**config.mk**
```make
export PLATFORM = sky130hd
export DESIGN_NAME = zero_indices_sched
export DESIGN_NICKNAME = d
export VERILOG_FILES = /design/src/rtl/zero_indices_sched.sv
export SDC_FILE = /design/constraint.sdc
export NUM_CORES = 1
export LEC_CHECK = 0
export ABC_AREA = 1
export BUFFER_PORTS_ARGS = -buffer_cell sky130_fd_sc_hd__buf_2
export CAP_MARGIN = 20
export CORE_AREA = 10 10 256 258
export DETAILED_ROUTE_END_ITERATION = 12
export DIE_AREA = 0 0 266 268
export GPL_ROUTABILITY_DRIVEN = 1
export PLACE_DENSITY = 0.48
export SYNTH_ARGS = -nofsm -noshare
export SYNTH_HDL_FRONTEND = slang
export SYNTH_SLANG_ARGS = --single-unit
```
**constraint.sdc**
```tcl
create_clock -name clk -period 6.6 [get_ports clk]
set_clock_uncertainty 0.2 [all_clocks]
set_input_delay 0.66 -clock clk [delete_from_list [all_inputs] [get_ports clk]]
set_output_delay 0.66 -clock clk [all_outputs]
set_load 0.01 [all_outputs]
```
**src/rtl/zero_indices_sched.sv**
```systemverilog
// Round-robin scheduler that shares one zero-index engine among N requesters,
// forwarding each reported index with its owner id and a per-job completion count.
module zero_indices_sched #(
  parameter int N  = 4,
  parameter int W  = 128,
  parameter int IW = 7
) (
  input  logic                 clk,
  input  logic                 rst,
  input  logic [N-1:0]         req_valid,
  input  logic [N*W-1:0]       req_vector,
  output logic [N-1:0]         req_ready,
  output logic                 eng_start,
  output logic [W-1:0]         eng_vector,
  input  logic                 eng_busy_r,
  input  logic                 eng_resp_valid,
  input  logic [IW-1:0]        eng_resp_index,
  output logic                 out_valid_r,
  output logic [$clog2(N)-1:0] out_id_r,
  output logic [IW-1:0]        out_index_r,
  output logic                 done_valid_r,
  output logic [$clog2(N)-1:0] done_id_r,
  output logic [IW:0]          done_count_r,
  output logic                 spurious_r
);
  localparam int IDW = $clog2(N);
  localparam logic [IW:0] CNT_MAX = (IW+1)'(W);

  typedef enum logic [1:0] {IDLE, START, RUN, DRAIN} state_e;

  state_e         state_q, state_d;
  logic [IDW-1:0] rr_ptr_q, rr_ptr_d;
  logic [IDW-1:0] id_q, id_d;
  logic [W-1:0]   vec_q, vec_d;
  logic [IW:0]    count_q, count_d;
  logic           first_q, first_d;
  logic           out_valid_q, done_valid_q, spurious_q;
  logic [IDW-1:0] out_id_q, done_id_q;
  logic [IW-1:0]  out_index_q;
  logic [IW:0]    done_count_q;
  logic           gnt_any;
  logic [IDW-1:0] gnt_idx, cand;
  logic           resp_take;

  function automatic logic [IDW-1:0] wrap_add(input logic [IDW-1:0] p, input int k);
    int s;
    s = int'(p) + k;
    if (s >= N) s = s - N;
    return IDW'(s);
  endfunction

  function automatic logic [IW:0] sat_inc(input logic [IW:0] c);
    return (c == CNT_MAX) ? c : c + 1'b1;
  endfunction

  // Round-robin search starting at rr_ptr, first hit wins.
  always_comb begin
    gnt_any = 1'b0;
    gnt_idx = '0;
    cand    = '0;
    for (int k = 0; k < N; k++) begin
      cand = wrap_add(rr_ptr_q, k);
      if (!gnt_any && req_valid[cand]) begin
        gnt_any = 1'b1;
        gnt_idx = cand;
      end
    end
  end

  always_comb begin
    state_d   = state_q;
    rr_ptr_d  = rr_ptr_q;
    id_d      = id_q;
    vec_d     = vec_q;
    count_d   = count_q;
    first_d   = 1'b0;
    req_ready = '0;
    resp_take = 1'b0;
    case (state_q)
      IDLE: begin
        if (gnt_any) begin
          req_ready[gnt_idx] = 1'b1;
          id_d     = gnt_idx;
          vec_d    = req_vector[int'(gnt_idx)*W +: W];
          count_d  = '0;
          rr_ptr_d = (gnt_idx == IDW'(N-1)) ? '0 : gnt_idx + 1'b1;
          state_d  = START;
        end
      end
      START: begin
        first_d = 1'b1;
        state_d = RUN;
      end
      RUN: begin
        resp_take = eng_resp_valid;
        // Busy is not yet meaningful in the first cycle after the engine is started.
        if (!eng_busy_r && !first_q) state_d = DRAIN;
      end
      DRAIN: begin
        resp_take = eng_resp_valid;
        state_d   = IDLE;
      end
      default: state_d = IDLE;
    endcase
    if (resp_take) count_d = sat_inc(count_q);
  end

  always_ff @(posedge clk or posedge rst) begin
    if (rst) begin
      state_q      <= IDLE;
      rr_ptr_q     <= '0;
      id_q         <= '0;
      vec_q        <= '0;
      count_q      <= '0;
      first_q      <= 1'b0;
      out_valid_q  <= 1'b0;
      out_id_q     <= '0;
      out_index_q  <= '0;
      done_valid_q <= 1'b0;
      done_id_q    <= '0;
      done_count_q <= '0;
      spurious_q   <= 1'b0;
    end else begin
      state_q      <= state_d;
      rr_ptr_q     <= rr_ptr_d;
      id_q         <= id_d;
      vec_q        <= vec_d;
      count_q      <= count_d;
      first_q      <= first_d;
      out_valid_q  <= resp_take;
      if (resp_take) begin
        out_id_q    <= id_q;
        out_index_q <= eng_resp_index;
      end
      done_valid_q <= (state_q == DRAIN);
      if (state_q == DRAIN) begin
        done_id_q    <= id_q;
        done_count_q <= count_d;
      end
      if (eng_resp_valid && (state_q == IDLE || state_q == START)) spurious_q <= 1'b1;
    end
  end

  assign eng_start    = (state_q == START);
  assign eng_vector   = vec_q;
  assign out_valid_r  = out_valid_q;
  assign out_id_r     = out_id_q;
  assign out_index_r  = out_index_q;
  assign done_valid_r = done_valid_q;
  assign done_id_r    = done_id_q;
  assign done_count_r = done_count_q;
  assign spurious_r   = spurious_q;

endmodule

```
# Word level (Yosys, flattened, before mapping)
# Cells that the tools add are included.
# Widths: inputs -> output; s select.
dict set report word_totals {
  register_bits 165
  wordCells 90
}
dict set report classes {
  addsub 9
  n_lt_le_gt_ge 10
  n_eq_ne 7
  shifts 1
  n_mux 34
  n_reduce_logical 16
}
# cell count
set ops {}
lappend ops {{$shiftx 512x10->128} 1}
lappend ops {{$mux 8} 4}
lappend ops {{$mux 2} 11}
lappend ops {{$lt 2x3->1 const B} 5}
lappend ops {{$mux 1} 11}
lappend ops {{$ge 3x3->1 const B} 3}
lappend ops {{$add 8x1->8 const B} 1}
lappend ops {{$bmux 1 s2} 4}
lappend ops {{$eq 8x8->1 const B} 1}
lappend ops {{$mux 4} 2}
lappend ops {{$pmux 2 s4} 1}
lappend ops {{$sub 2x1->2 const B} 4}
lappend ops {{$add 2x2->3 const B} 2}
lappend ops {{$eq 2x2->1 const B} 3}
lappend ops {{$logic_and 1x1->1} 6}
lappend ops {{$logic_not 1->1} 5}
lappend ops {{$ne 2x2->1 const B} 2}
lappend ops {{$reduce_and 2->1} 2}
lappend ops {{$add 2x1->3 const B} 1}
lappend ops {{$ge 2x3->1 const B} 1}
lappend ops {{$add 2x1->2 const B} 1}
lappend ops {{$demux 1 s2} 1}
lappend ops {{$eq 2x1->1 const B} 1}
lappend ops {{$ge 2x1->1 const B} 1}
lappend ops {{other kinds (3)} 3}

# Longest topological paths before layout
dict set report logic_depth {
  depth_word 20
  mapped_depth 16
  mapped_depth_nobuf 14
}

# Worst setup path before layout
# No wires, ideal clock.
dict set report synth_path {
  kind {in2out}
  startpoint {in req_valid[1]}
  endpoint {out req_ready[3]}
  t_arrival_ns 2.043
  setup_slack_ns 3.697
  stages 14
  n_path_buf 3
  cell_sequence {inv_1 > nand2_1 > nand3_1 > nand2_1 > inv_2 > nand3_1 > buf_4 > nand3_4 > buf_4 > buf_2 > inv_1 > ha_1 > inv_1 > nor2_1}
}
dict set report synth_via {
  elab_chain_len 18
  elab_cells_between_ends 29
}
# item line
set synth_rtl {}
lappend synth_rtl {{from (decl)} 10} ;# input logic [N-1:0] req_valid,
lappend synth_rtl {{$bmux 1 s2} 63} ;# if (!gnt_any && req_valid[cand]) begin
lappend synth_rtl {{$mux 1 (implied by the code)} 63}
lappend synth_rtl {{$mux 1} 63}
lappend synth_rtl {{$logic_not 1->1} 63}
lappend synth_rtl {{$logic_and 1x1->1} 63}
lappend synth_rtl {{$mux 1} 63}
lappend synth_rtl {{$logic_not 1->1} 63}
lappend synth_rtl {{$logic_and 1x1->1} 63}
lappend synth_rtl {{(+2 left out)} -}
lappend synth_rtl {{$logic_and 1x1->1} 63}
lappend synth_rtl {{$mux 2} 63}
lappend synth_rtl {{$lt 2x3->1 (implied by the code) or $ge 2x1->1 (tied branches)} 82} ;# req_ready[gnt_idx] = 1'b1;
lappend synth_rtl {{$logic_and 1x1->1 (implied by the code)} 82}
lappend synth_rtl {{$mux 1 (implied by the code)} 82}
lappend synth_rtl {{$demux 1 s2} 82}
lappend synth_rtl {{$mux 4 *} 81} ;# if (gnt_any) begin
lappend synth_rtl {{$mux 4 *} 79} ;# case (state_q)
lappend synth_rtl {{to (decl)} 12} ;# output logic [N-1:0] req_ready,
# Mark *: on every way between the ends. The rest lies on a longest branch, timed or not. The select of a mux whose other input is x is not followed.

# Worst setup path in the final report
dict set report layout_path {
  startpoint {reg rr_ptr_q[0]}
  endpoint {out req_ready[2]}
}
dict set report layout_via {
  elab_chain_len 20
  elab_cells_between_ends 44
}
# item line
set layout_rtl {}
lappend layout_rtl {{from (decl)} 32} ;# logic [IDW-1:0] rr_ptr_q, rr_ptr_d;
lappend layout_rtl {{from (signal assigned)} 125} ;# rr_ptr_q <= rr_ptr_d;
lappend layout_rtl {{parallel branches: the longest is 18 deep, another holds $add 2x1->3} -}
lappend layout_rtl {{$mux 4 *} 81}
lappend layout_rtl {{$mux 4 *} 79}
# Mark *: on every way between the ends. The select of a mux whose other input is x is not followed.

==> out/metrics.yaml <==
routing:
  wl_um: 65010
  drtAntennaViolNets: 0
  wl_per_cell_um: 19.33
  drcViolationCount: 0
  first_iter_violations: 1060
  detail_route.vias_per_cell: 4.605
  vias: 15486
  first_pass_iters: 5
synthesis:
  synth_cells: 2006
  synth_warnings: 0
  postSynthAreaPerCell_um2: 6.243
  ys_ff_latch: 165
  syn_area_mm2: 0.01252
  seq_area_frac_synth_pct: 32.97
  synth.distinct_cells: 31
  synth_fp_nets: 2541
floorplanning:
  die_area_mm2: 0.07129
  dieWidth_um: 266
  core-area_mm2: 0.06013
  rows: 90
  boundaryPins: 682
  die_y_um: 268
  start_util_pct: 20.83
timing:
  relSlewSlack_pct: 32.70
  layout_setup_ws_ns: 2.182
  setup_tns_ns: 0
  fin_crit_sh_pct: 66.94
  tightestPinTransition_ns: 1.007
  rsz0062_at_grt: "false"
  hold_viol: 0
  fmax_ghz: 0.2263
  fin_hold_ws_ns: 0.06044
  min_period_ns: 4.418
  setup_viol: 0
  maxSlewViolCount: 0
place:
  gp_congestion: 0.8351
  dp_slack_ns: 2.511
  port_buffers: 681
  hpwlAfterDp_um: 47570
clock_tree:
  post_cts_buffers: 0
  cts-htree-levels: 4
  cts_resized: 0
  path_clk_slew_ns: 0.08
  insertion_delay_ns: 0.48
  cts_root_buffer: "clkbuf_16"
  clock_path_buffers: 2
  cts_sinks: 165
  numCtsBuffers: 17
  cts_tree: "built"
  hold_buffers: 0
global_route:
  track_usage_pct: 17.24
  grt_pass1_vias: 15284
  grt_overflow: 0
  busiest_layer: "met2"
  grt_pass1_wl_um: 95270
  grt_use_met3_pct: 4.808
  grt_max_degree: 123
  met2_usage_pct: 29.15
  use_met1_pct: 20.86
  antenna_found_initial: 15
outcome:
  status: "finished clean"
worst_setup_path:
  slowest_stage: "dfrtp_1"
  reg2reg_slack_ns: 2.69
  crit_fanout: 105
  cp_data_arrival_time_ns: 3.56
  path_cells: "inv_6 -> nand2_1 -> nand2_1 -> nand2_1 -> nand2_1 -> nand2_1 -> nand2_1 -> nand2_8 -> nand3_4 -> ha_1 -> inv_1 -> nor2_1 -> buf_2"
  end_kind: "primary output"
  startpoint_type: "register"
  path_buf_inv: 3
  reg2reg_from: "rr_ptr_q[0]$_DFFE_PP0P_"
  crit_top_cell: "nand2_1"
  path_class: "register to primary output"
  slowest_delay_ns: 0.65
  cp.required_ns: 5.74
  cp_top_family: "simple AND/OR/NAND/NOR gates"
  reg2reg_depth: 11
  regToRegEndpoint: "eng_vector[108]$_DFFE_PP0P_"
final_layout:
  final_cell_mix: "681 x buf_2, 569 x nand2_1, 432 x nand3_1"
  drive_above_1_share_pct: 29.18
  layout_commonest_cell: "buf_2"
  area_growth_pct: 35.94
  nNetsFinal: 3092
worst_hold_path:
  hold_path_class: "input port to async pin"
pwr:
  powerDensity_mw_per_mm2: 558.7
  ir_worst_vdd_mv: 0.4693
  power.static_leakage_uw: 0.01009
  finalPower_uw: 9511
flow_run:
  cap_violations: 0
-- worst max-delay path by stage --
| stage | start | endpoint | slack [ns] | depth (start not counted) |
|---|---|---|---|---|
| detailed placement | req_valid[1] | req_ready[2] | 2.51 | 13 |
| CTS | rr_ptr_q[0]$_DFFE_PP0P_ | req_ready[2] | 2.03 | 13 |
| floorplan | rst | count_q[0]$_DFF_PP0_ | 1.28 | 1 |
| global placement | req_valid[1] | req_ready[2] | 2.53 | 13 |
| global route | rr_ptr_q[0]$_DFFE_PP0P_ | req_ready[2] | 1.82 | 13 |
| finish | rr_ptr_q[0]$_DFFE_PP0P_ | req_ready[2] | 2.18 | 13 |
-- synth_stat cells --
master	instances	area [um^2]
dfrtp_1	165	4129
nand3_1	433	2167
inv_2	3	11.26
a21boi_1	1	7.510
o21ai_0	9	45.04
nand3_2	1	10.01
buf_6	4	45.04
nand3_4	1	17.52
xnor2_1	2	17.52
nor3_1	2	10.01
o21bai_1	1	7.510
nand4_1	226	1414
buf_2	97	485.5
inv_1	344	1291
nand2_1	569	2136
buf_4	9	67.56
clkbuf_1	57	214.0
inv_6	1	8.760
buf_1	4	15.01
o31ai_1	1	7.510
a31oi_1	4	25.02
nor4_1	1	6.260
nand2_4	2	22.52
nor2_2	2	12.51
a21oi_1	3	15.01
nor2_1	48	180.2
and2_1	1	6.260
o21a_1	1	7.510
ha_1	8	100.1
o21ai_1	3	15.01
xor2_1	3	26.28
-- worst reg2reg max path, stage by stage (launching register included) --
cell and delay (ns):
dfrtp_1 0.65, inv_6 0.12, nand2_1 0.08, nand2_1 0.08, nor2_1 0.15, nor2_1 0.09, nand3_4 0.40, nand2_8 0.42
nor2_4 0.90, buf_12 0.37, nand3_1 0.26, nand3_1 0.12
-- power breakdown --
| group | switching (uW) | total (uW) | internal, uW | leakage (uW) |
|---|---|---|---|---|
| sequential | 279 | 1790 | 1510 | 0.00206 |
| combinational | 4750 | 6660 | 1910 | 0.00774 |
| clock | 547 | 1060 | 511 | 0.000290 |
| total | 5580 | 9510 | 3930 | 0.0101 |
-- area by class of cell --
class / count / area [um^2]
fill: 6982 / 43110
multi-input combinational: 1322 / 6316
sequential: 165 / 4129
timing repair buffer: 703 / 3649
inverter: 348 / 1321
tap: 782 / 978.4
clock buffer: 17 / 425.4
clock inverter: 15 / 177.7
antenna: 11 / 27.53
-- metrics by stage --
| step | cells | util [%] | area (um^2) |
|---|---|---|---|
| floorplan | 2006 | - | 12520 |
| global placement | 3320 | 27.26 | 16390 |
| detailed placement | 3320 | 27.26 | 16390 |
| CTS | 3352 | 28.26 | 17000 |
| global route | 3361 | 28.30 | 17020 |
| finish | 3363 | 28.31 | 17020 |
-- cell families (layout without fill, tap and decap cells) --
family,after synthesis,after routing,share of synthesized area [%]
other,0,11,0
adder cells (fa/ha/maj),8,8,0.7993
AO/OA/AOI/OAI,23,23,1.039
buffers and inverters,519,1083,17.07
flip-flops,165,165,32.97
XOR/XNOR,5,5,0.3497
AND/OR/NAND/NOR,1286,1286,47.77
-- routing by layer --
metal | vias up | routed length, um
met3 | 69 | 5069
li1 | 7584 | -
met5 | - | 34
met2 | 586 | 31640
met1 | 7241 | 26900
met4 | 6 | 1367
-- flip-flops by register name, indices dropped and copies added (netlist names) --
signal	cells
count_q	8
rr_ptr_q	2
out_id_r	2
out_valid_r	1
spurious_r	1
done_id_r	2
first_q	1
id_q	2
state_q	2
eng_vector	128
done_count_r	8
done_valid_r	1
out_index_r	7
Power figures use the tool's default switching activity.
